### src/rtl/word_break.sv
// word_break: reader-side serializer for the word buffer.
// Pops WORD_SIZE-bit words from a FIFO with 1-cycle read latency and emits
// them as WORD_SIZE/SLICE_SIZE slices, least-significant first, on a
// valid/ready stream.
//
// Handshake: a slice transfers on a rising edge where out_valid && out_ready.
// Once out_valid is high, out_data/out_last stay stable until that transfer.
// out_valid, out_last and out_data come only from registered state (gated by
// reset), never from out_ready or fifo_empty.
module word_break #(
    parameter int WORD_SIZE  = 32,
    parameter int SLICE_SIZE = 8
) (
    input  logic                  clock,
    input  logic                  reset,
    input  logic                  fifo_empty,
    output logic                  fifo_rd_en,
    input  logic [WORD_SIZE-1:0]  fifo_data,
    output logic [SLICE_SIZE-1:0] out_data,
    output logic                  out_valid,
    input  logic                  out_ready,
    output logic                  out_last,
    output logic                  busy,
    output logic [1:0]            state_dbg
);

    localparam int RATIO = WORD_SIZE / SLICE_SIZE;
    localparam int IDX_W = (RATIO > 1) ? $clog2(RATIO) : 1;
    localparam logic [IDX_W-1:0] LAST_IDX = IDX_W'(RATIO - 1);

    typedef enum logic [1:0] {
        IDLE  = 2'd0,
        FETCH = 2'd1,
        SEND  = 2'd2
    } state_t;

    state_t               state;
    state_t               state_next;
    logic [WORD_SIZE-1:0] sreg;
    logic [IDX_W-1:0]     idx;
    logic                 at_last;
    logic                 handshake;

    assign state_dbg = state;

    // Output decode, pop request and next-state selection.
    always_comb begin
        state_next = state;
        at_last    = (idx == LAST_IDX);
        out_valid  = reset && (state == SEND);
        handshake  = out_valid && out_ready;
        out_last   = out_valid && at_last;
        out_data   = out_valid ? sreg[SLICE_SIZE-1:0] : '0;
        busy       = reset && (state != IDLE);
        // The next word is popped either from IDLE or on the final-slice
        // transfer, which yields exactly one FETCH bubble between words.
        fifo_rd_en = reset && !fifo_empty &&
                     ((state == IDLE) || (handshake && at_last));
        case (state)
            IDLE: begin
                if (fifo_rd_en) state_next = FETCH;
            end
            FETCH: begin
                state_next = SEND;
            end
            SEND: begin
                if (handshake && at_last) state_next = fifo_rd_en ? FETCH : IDLE;
            end
            default: begin
                state_next = IDLE;
            end
        endcase
    end

    // State register, shift register and slice index.
    always_ff @(posedge clock) begin
        if (!reset) begin
            state <= IDLE;
            sreg  <= '0;
            idx   <= '0;
        end else begin
            state <= state_next;
            if (state == FETCH) begin
                // FIFO read data is valid during the FETCH cycle.
                sreg <= fifo_data;
                idx  <= '0;
            end else if (handshake && !at_last) begin
                sreg <= sreg >> SLICE_SIZE;
                idx  <= idx + IDX_W'(1);
            end
        end
    end

endmodule
### config.mk
export PLATFORM = sky130hd
export DESIGN_NAME = word_break
export DESIGN_NICKNAME = d
export VERILOG_FILES = /design/src/rtl/word_break.sv
export SDC_FILE = /design/constraint.sdc
export NUM_CORES = 1
export LEC_CHECK = 0
export CAP_MARGIN = 30
export CORE_ASPECT_RATIO = 1.2
export CORE_MARGIN = 10
export CORE_UTILIZATION = 25
export CTS_CLUSTER_DIAMETER = 150
export DETAILED_ROUTE_END_ITERATION = 10
export GPL_ROUTABILITY_DRIVEN = 0
export PLACE_DENSITY_LB_ADDON = 0.12
export SLEW_MARGIN = 0
export SYNTH_ARGS = -nofsm -noshare
export SYNTH_HDL_FRONTEND = slang
export SYNTH_SLANG_ARGS = --single-unit
### constraint.sdc
create_clock -name clock -period 2.48 [get_ports clock]
set_clock_uncertainty 0.1 [all_clocks]
set_input_delay 0.372 -clock clock [delete_from_list [all_inputs] [get_ports clock]]
set_output_delay 0.372 -clock clock [all_outputs]
set_load 0.02 [all_outputs]
# ---- Yosys cells after proc, flatten, opt, wreduce, memory -nomap -nowiden
# Index checks and enable logic that the tools add are counted.
dict set report totals {
  register_bits 36
  in_bits 36
  elab_cells 33
}
dict set report classes {
  add_sub_neg 1
  eq_ne 5
  n_mux 7
  bitwise_logic 1
  reduce_logical 16
}
# cell n
set ops {}
lappend ops {{$mux 32} 2}
lappend ops {{$logic_and 1x1->1} 8}
lappend ops {{$mux 8} 1}
lappend ops {{$pmux 2 s3} 1}
lappend ops {{$eq 2x2->1 const B} 2}
lappend ops {{$mux 2} 2}
lappend ops {{$reduce_bool 2->1} 2}
lappend ops {{$add 2x1->2 const B} 1}
lappend ops {{$eq 2x1->1 const B} 1}
lappend ops {{$logic_not 1->1} 2}
lappend ops {{$logic_not 2->1} 1}
lappend ops {{$ne 2x1->1 const B} 1}
lappend ops {{$ne 2x2->1 const B} 1}
lappend ops {{$reduce_and 2->1} 1}
lappend ops {{$reduce_or 2->1} 1}
lappend ops {{$logic_or 1x1->1} 1}
lappend ops {{$mux 1} 1}
lappend ops {{$not 1->1} 1}

# ---- Depth between registers and ports, before layout
# Gate-level depths: netlist of the first run.
dict set report depth {
  depth_word 9
  mapped_depth 7
  depth_no_buf 4
}

# ---- Least setup slack after synthesis of the first run
# No wires, ideal clock.
dict set report synth_timing {
  path_kind {register to output}
  from {register state[1], in the netlist state_dbg[1]}
  to {output out_data[0]}
  arrival_time_ns 1.502
  required_time_ns 2.008
  setup_slack_ns 0.506
  path_stages_with_launch 5
  n_path_buf 1
  path_cell_list {dfxtp_1 buf_6 inv_1 nor3b_2 and2_1}
}
dict set report synth_via {
  elab_chain_len 3
}
# item line_no
set synth_lines {}
lappend synth_lines {{from (decl)} 37} ;# state_t state;
lappend synth_lines {{from (signal assigned)} 82} ;# state <= state_next;
lappend synth_lines {{$eq 2x2->1} 50} ;# out_valid = reset && (state == SEND);
lappend synth_lines {{$logic_and 1x1->1} 50}
lappend synth_lines {{net out_valid} 20} ;# output logic out_valid,
lappend synth_lines {{$mux 8} 53} ;# out_data = out_valid ? sreg[SLICE_SIZE-1:0] : '0;
lappend synth_lines {{to (decl)} 19} ;# output logic [SLICE_SIZE-1:0] out_data,
# The timed path passes the listed nets, and every way through them passes these cells.

# ---- Worst setup path in the final report of the first run
dict set report layout_timing {
  from {input reset}
  to {output out_valid}
}
dict set report layout_via {
  elab_chain_len 1
}
# item line_no
set layout_lines {}
lappend layout_lines {{from (decl)} 15} ;# input logic reset,
lappend layout_lines {{$logic_and 1x1->1} 50}
lappend layout_lines {{to (decl)} 20}
# Every way passes these cells.

==> qor.csv, run 1 <==
metric;value;unit
run status;complete, no violations;
Final Hold Vio Count;0;
Total Routing Usage GR;0.0876;
largest net degree at the start of global routing;25;
most frequent cell after synthesis;dfxtp_1;
Slew @ Worst Pin;0.549;ns
Synth top area share;0.430;
Num CTS Buffers;5;
CTS tree;built;
RSZ-0062 raised after global routing;no;
r2r startpoint;idx[0];
Final Max Slew Viols;0;
Worst Path Arrival;1.87;ns
Die H;110;µm
post-synth net total;219;
global-route wire length before repair;7.15;mm
leakage;0.846;nW
average size of a mapped cell;9.20;µm²
clock sink total;36;
Worst-path clk slew;0.07;ns
RR Endpoint;sreg[17];
Crit Path Max Fanout;9;
hold depth;2;
Detail Placement HPWL;3.21;mm
# IOs;50;
cell count after synthesis;182;
hold_sp;sreg[1];
port bufs;49;
Clock Latency Late Sink;0.28;ns
global route overflow;0;
Core Util, Final;0.358;
CP Capture Type;output port;
Synth area leaders;dfxtp_1 43%, o221ai_1 13%, a21oi_2 10%;
antenna-violating nets left;0;
reg-to-reg setup timing slack;0.84;ns
Fillers;701;
Die Footprint;10400;µm²
Synth Flop Type;dfxtp_1;
number of global-route vias before repair;1435;
Yosys reg bits;36;
Final Setup Violations;0;
# rows;32;
Tmin final;2.34;ns
Data required, critical path;2.01;ns
CTS Buffer Depth;2;
Synthesis Warnings;0;
DRC Markers;0;
Hold Crit Class;flip-flop to flip-flop;
Starting DRT DRC Count;34;
WL final;4.43;mm
worst reg2reg path depth;5;
part of the Yosys area used for sequential elements;0.430;
DR vias/cell;4.44;
Layout area overhead;38.9;%
TritonRoute pass-1 iters;3;
clock root buffer;clkbuf_8;
hold path endpoint;sreg[1];
worst rel slew slack;0.633;
worst vdd ir;0.171;mV
core outline area;6490;µm²
Final Cell Area;2320;µm²
area of the mapped netlist;1670;µm²
Synth cell types;27;
layout cells sized above 1;0.164;
number of synthesized flops with an enable pin;0;
setup TNS;0;ns
routed length per instance;14.0;µm
Starting Density;0.258;
via count;1407;
placed cell area;2240;µm²
post-CTS setup repair buffer count;0;
Max Fclk;428;MHz
startpoint class of the critical path;input port;
period utilisation layout;0.943;
die width;94.7;µm
MaxCap Viol Count;0;
Final nets;268;
most common library cells after synthesis;36 x dfxtp_1, 25 x inv_1, 24 x o221ai_1;
ys async rst share;0;
Crit Path Class;input port to output port;
leading area contributor after synthesis;dfxtp_1;
initial antenna violation count;0;
P per Cell Area;570;nW/µm²
htree depth;2;
# diodes;0;
flip-flops by register name (all words and copies together) (netlist names):
signal,count
state_dbg,2
idx,2
sreg,32
per-layer routing:
metal,part of all wire,vias up,track usage
li1,-,739,-
met1,0.47,627,0.112
met2,0.44,36,0.125
met3,0.068,5,0.0321
met4,0.017,0,0.0482
met5,0,-,0
kinds of logic (layout without fill, tap and decap cells):
family	after synthesis	in the layout	synth area share
buf+inv	42	92	0.118
compound gates	65	65	0.315
fa+ha+maj	1	1	0.00747
flops	36	36	0.430
simple gates	38	38	0.129
placed cells by master (no fill, tap or decap), drive strengths merged:
cell            n
a211oi          2
a21oi          25
o221ai         24
clkdlybuf4s50  40
nor3b           1
nand2          12
dlymetal6s2s    1
ha              1
nand4bb         1
and2           10
a21boi          9
nand3b          1
nand2b          3
buf            10
nor4bb          1
inv            25
nand3           8
clkbuf          8
nor2b           1
o21a            1
o22ai           2
o21ai           1
a2bb2oi         1
dlygate4sd2     8
dfxtp          36
where the power goes:
part	total, mW	leakage [nW]	switching (mW)	internal [mW]
sequential	0.652	0.295	0.0251	0.626
combinational	0.244	0.506	0.118	0.126
clock	0.430	0.0455	0.203	0.227
total	1.33	0.846	0.346	0.979
critical path, stage by stage:
cell and delay, ns:
clkdlybuf4s50_1 0.49, nor3b_2 0.22, buf_4 0.18, clkdlybuf4s50_1 0.60
worst max-delay path by stage:
stage,startpoint,to,slack [ns],cells after the start
after floorplan,state_dbg[1],out_data[0],0.51,4
after global placement,reset,out_data[6],0.01,5
after detailed placement,reset,out_data[0],-0.01,5
after CTS,idx[0],fifo_rd_en,0.06,4
after global routing,reset,out_valid,0.02,4
final,reset,out_valid,0.14,4
timing repair:
| action | in CTS | in global routing |
|---|---|---|
| gates cloned | 0 | 0 |
| hold buffers | 0 | 0 |
| endpoints found under the setup margin | 8 | 1 |
| hold endpoints to repair | 0 | 0 |
| gates resized for setup | 8 | 1 |
final cells by class:
type | instances | area [µm²] | area share
timing repair buffer | 59 | 558 | 0.240
inverter | 25 | 93.8 | 0.0404
clock buffer | 8 | 90.1 | 0.0388
multi-input combinational | 104 | 756 | 0.325
tap | 85 | 106 | 0.0457
sequential | 36 | 721 | 0.310
stage by stage:
stage	setup slack (ns)	total power, mW	hold slack, ns	std cells
after floorplan	0.506	0.815	0.320	182
after global placement	0.0123	0.914	0.330	309
after detailed placement	-0.0126	0.913	0.333	309
after CTS	0.0638	1.35	0.344	317
after global routing	0.0248	1.41	0.370	317
final	0.141	1.33	0.340	317
Power figures use the tool's default switching activity.
==> inputs of run 2 (changes only) <==
SLEW_MARGIN = 20   (was 0)
==> results of run 2 <==
The final DEF is identical to that of run 1; final timing and power are the same.
==> inputs of run 3 (changes only) <==
CORE_UTILIZATION = 45   (was 25)
==> run 3 against run 2 <==
  * Count of clock-buffer cells in the layout decreased by 2
  * First-iteration DRC count rose to 3.8 times the previous value
  * Die area down 37%
  * Largest power group unchanged
  * Worst setup slack worse by 0.036 ns
  * Flip-flop and latch count unchanged
==> qor.csv, run 3 (synthesized netlist as in run 1, its figures left out) <==
metric;value;unit;change
run status;complete, no violations;;
clock root buffer;clkbuf_8;;
Starting Density;0.465;;+0.206
Crit Path Max Fanout;10;;+1
WP buf/inv;3;;unchanged
Worst Path Arrival;1.90;ns;+0.03 ns
Slowest Stage Delay on Critical Path;0.60;ns;about the same
Detail Placement HPWL;3.06;mm;-4.7%
commonest non-fill, non-tap cell in the layout;clkdlybuf4s50_1;;
P per Cell Area;577;nW/µm²;+1.2%
Final Setup Violations;0;;unchanged
period utilisation layout;0.958;;+0.0145
core outline area;3600;µm²;-44%
Top reg by flops;sreg;;
Num CTS Buffers;5;;unchanged
MaxCap Viol Count;0;;unchanged
startpoint class of the critical path;input port;;
CP Capture Type;output port;;
CP max stage cell;clkdlybuf4s50_1;;
Die H;86.8;µm;-21%
Clock power frac;0.318;;-0.006
# diodes;0;;unchanged
most frequent CP cell;clkdlybuf4s50_1;;
die width;75.7;µm;-20%
# IOs;50;;unchanged
port bufs;49;;unchanged
Final Hold Vio Count;0;;unchanged
reg-to-reg setup timing slack;0.81;ns;-0.03 ns
WL final;4.16;mm;-6.1%
Hold Crit Class;flip-flop to flip-flop;;
global route overflow;0;;unchanged
Total Routing Usage GR;0.132;;+0.0443
largest net degree at the start of global routing;25;;unchanged
share of power burned in registers;0.496;;+0.005
clock sink total;36;;unchanged
DR vias/cell;5.51;;+24%
Critical Path Start;reset;;
antenna-violating nets left;0;;unchanged
leakage;0.869;nW;+2.7%
setup TNS;0;ns;unchanged
initial antenna violation count;0;;unchanged
sw frac;0.261;;-0.000369
number of flip-flops in the largest register;32;;unchanged
Crit Path Class;input port to output port;;
Starting DRT DRC Count;130;;+280%
worst rel slew slack;0.680;;+0.0466
Max Fclk;421;MHz;-1.5%
Tmin final;2.37;ns;+0.0359 ns
most frequent cells in the layout;45 x clkdlybuf4s50_1, 36 x dfxtp_1, 25 x inv_1, 24 x o221ai_1, 20 x a21oi_2;;
Clock Latency Late Sink;0.28;ns;about the same
TritonRoute pass-1 iters;6;;+3
routed length per instance;15.4;µm;+9.8%
Core Util, Final;0.635;;+0.276
Int Power;0.975;mW;-0.43%
crit path to;out_data[0];;
Crit path depth;5;;+1
# rows;24;;-25%
via count;1492;;+6.0%
layout cells sized above 1;0.172;;+0.00862
DRC Markers;0;;unchanged
overall power;1.32;mW;-0.48%
CTS tree;built;;
Data required, critical path;2.01;ns;about the same
CTS Buffer Depth;2;;unchanged
worst vdd ir;0.386;mV;+130%
htree depth;2;;unchanged
hold_sp;sreg[1];;
Comb power frac;0.186;;+0.002
Net Switching;0.344;mW;-0.62%
global-route wire length before repair;6.94;mm;-2.9%
Die Footprint;6570;µm²;-37%
Final nets;268;;unchanged
Worst-path clk slew;0.07;ns;about the same
CP cell instances;clkdlybuf4s50_1, nor3b_2, buf_4, and2_1, clkdlybuf4s50_1;;
Final Max Slew Viols;0;;unchanged
CP delay by family, top;buffers and inverters;;
RR Endpoint;sreg[0];;
r2r startpoint;state_dbg[1];;
Slew @ Worst Pin;0.480;ns;-0.0698 ns
number of global-route vias before repair;1570;;+9.4%
RSZ-0062 raised after global routing;no;;
Layout area overhead;36.6;%;
worst reg2reg path depth;5;;unchanged
post-CTS setup repair buffer count;0;;unchanged
[run 3: changes by cell type in the layout (fill, tap and decap cells not counted), sizes merged]
| cell | before | now |
|---|---|---|
| clkdlybuf4s50 | 40 | 45 |
| clkbuf | 8 | 6 |
| dlygate4sd2 | 8 | 0 |
| dlymetal6s2s | 1 | 4 |
| clkinv | 0 | 2 |
[run 3: tightest hold or removal path: cells and delay by family, from the launching register on]
kind                   cells  cell delay (ns)
flip-flops                 1             0.31
AO/OA/AOI/OAI              1             0.05
buffers and inverters      1             0.04
[run 3: cell type report]
cell class | count | area [µm²]
fill | 327 | 1320
multi-input combinational | 104 | 756
sequential | 36 | 721
timing repair buffer | 59 | 576
inverter | 25 | 93.8
clock buffer | 6 | 82.6
tap | 39 | 48.8
clock inverter | 2 | 10.0
[run 3: metal layers]
| metal | vias up | part of all wire | GRT usage |
|---|---|---|---|
| met3 | 6 | 0.082 | 0.0481 |
| li1 | 742 | - | - |
| met2 | 48 | 0.48 | 0.224 |
| met5 | - | 0 | 0 |
| met1 | 696 | 0.42 | 0.140 |
| met4 | 0 | 0.016 | 0.0609 |
[run 3: how the worst min path moves through the flow]
| stage | to | depth (start not counted) | slack [ns] |
|---|---|---|---|
| 4_1_cts | sreg[1] | 2 | 0.35 |
| 6_report | sreg[1] | 2 | 0.34 |
| 3_3_place_gp | sreg[2] | 2 | 0.33 |
| 5_1_grt | sreg[1] | 2 | 0.38 |
| 3_5_place_dp | sreg[1] | 2 | 0.34 |
| 2_1_floorplan | sreg[0] | 2 | 0.32 |
[run 3: timing repair]
item	in CTS	in global routing
hold buffers	0	0
endpoints found under the setup margin	0	4
gates resized for setup	0	4
[run 3: through the flow]
stage	hold WS (ns)	instance area [µm²]	worst slack (ns)	std cells
3_3_place_gp	0.327	2180	0.118	263
2_1_floorplan	0.320	1670	0.506	182
5_1_grt	0.376	2290	0.00246	271
6_report	0.345	2290	0.105	271
3_5_place_dp	0.338	2180	0.0748	263
4_1_cts	0.348	2280	0.0748	271
[run 3: power groups by stage]
stage                     logic, mW  registers [mW]  clock network [mW]
after floorplan               0.154           0.661                   0
after global placement        0.239           0.663                   0
after detailed placement      0.245           0.666                   0
after CTS                     0.248           0.654               0.430
after global routing          0.271           0.659               0.451
final                         0.246           0.654               0.419
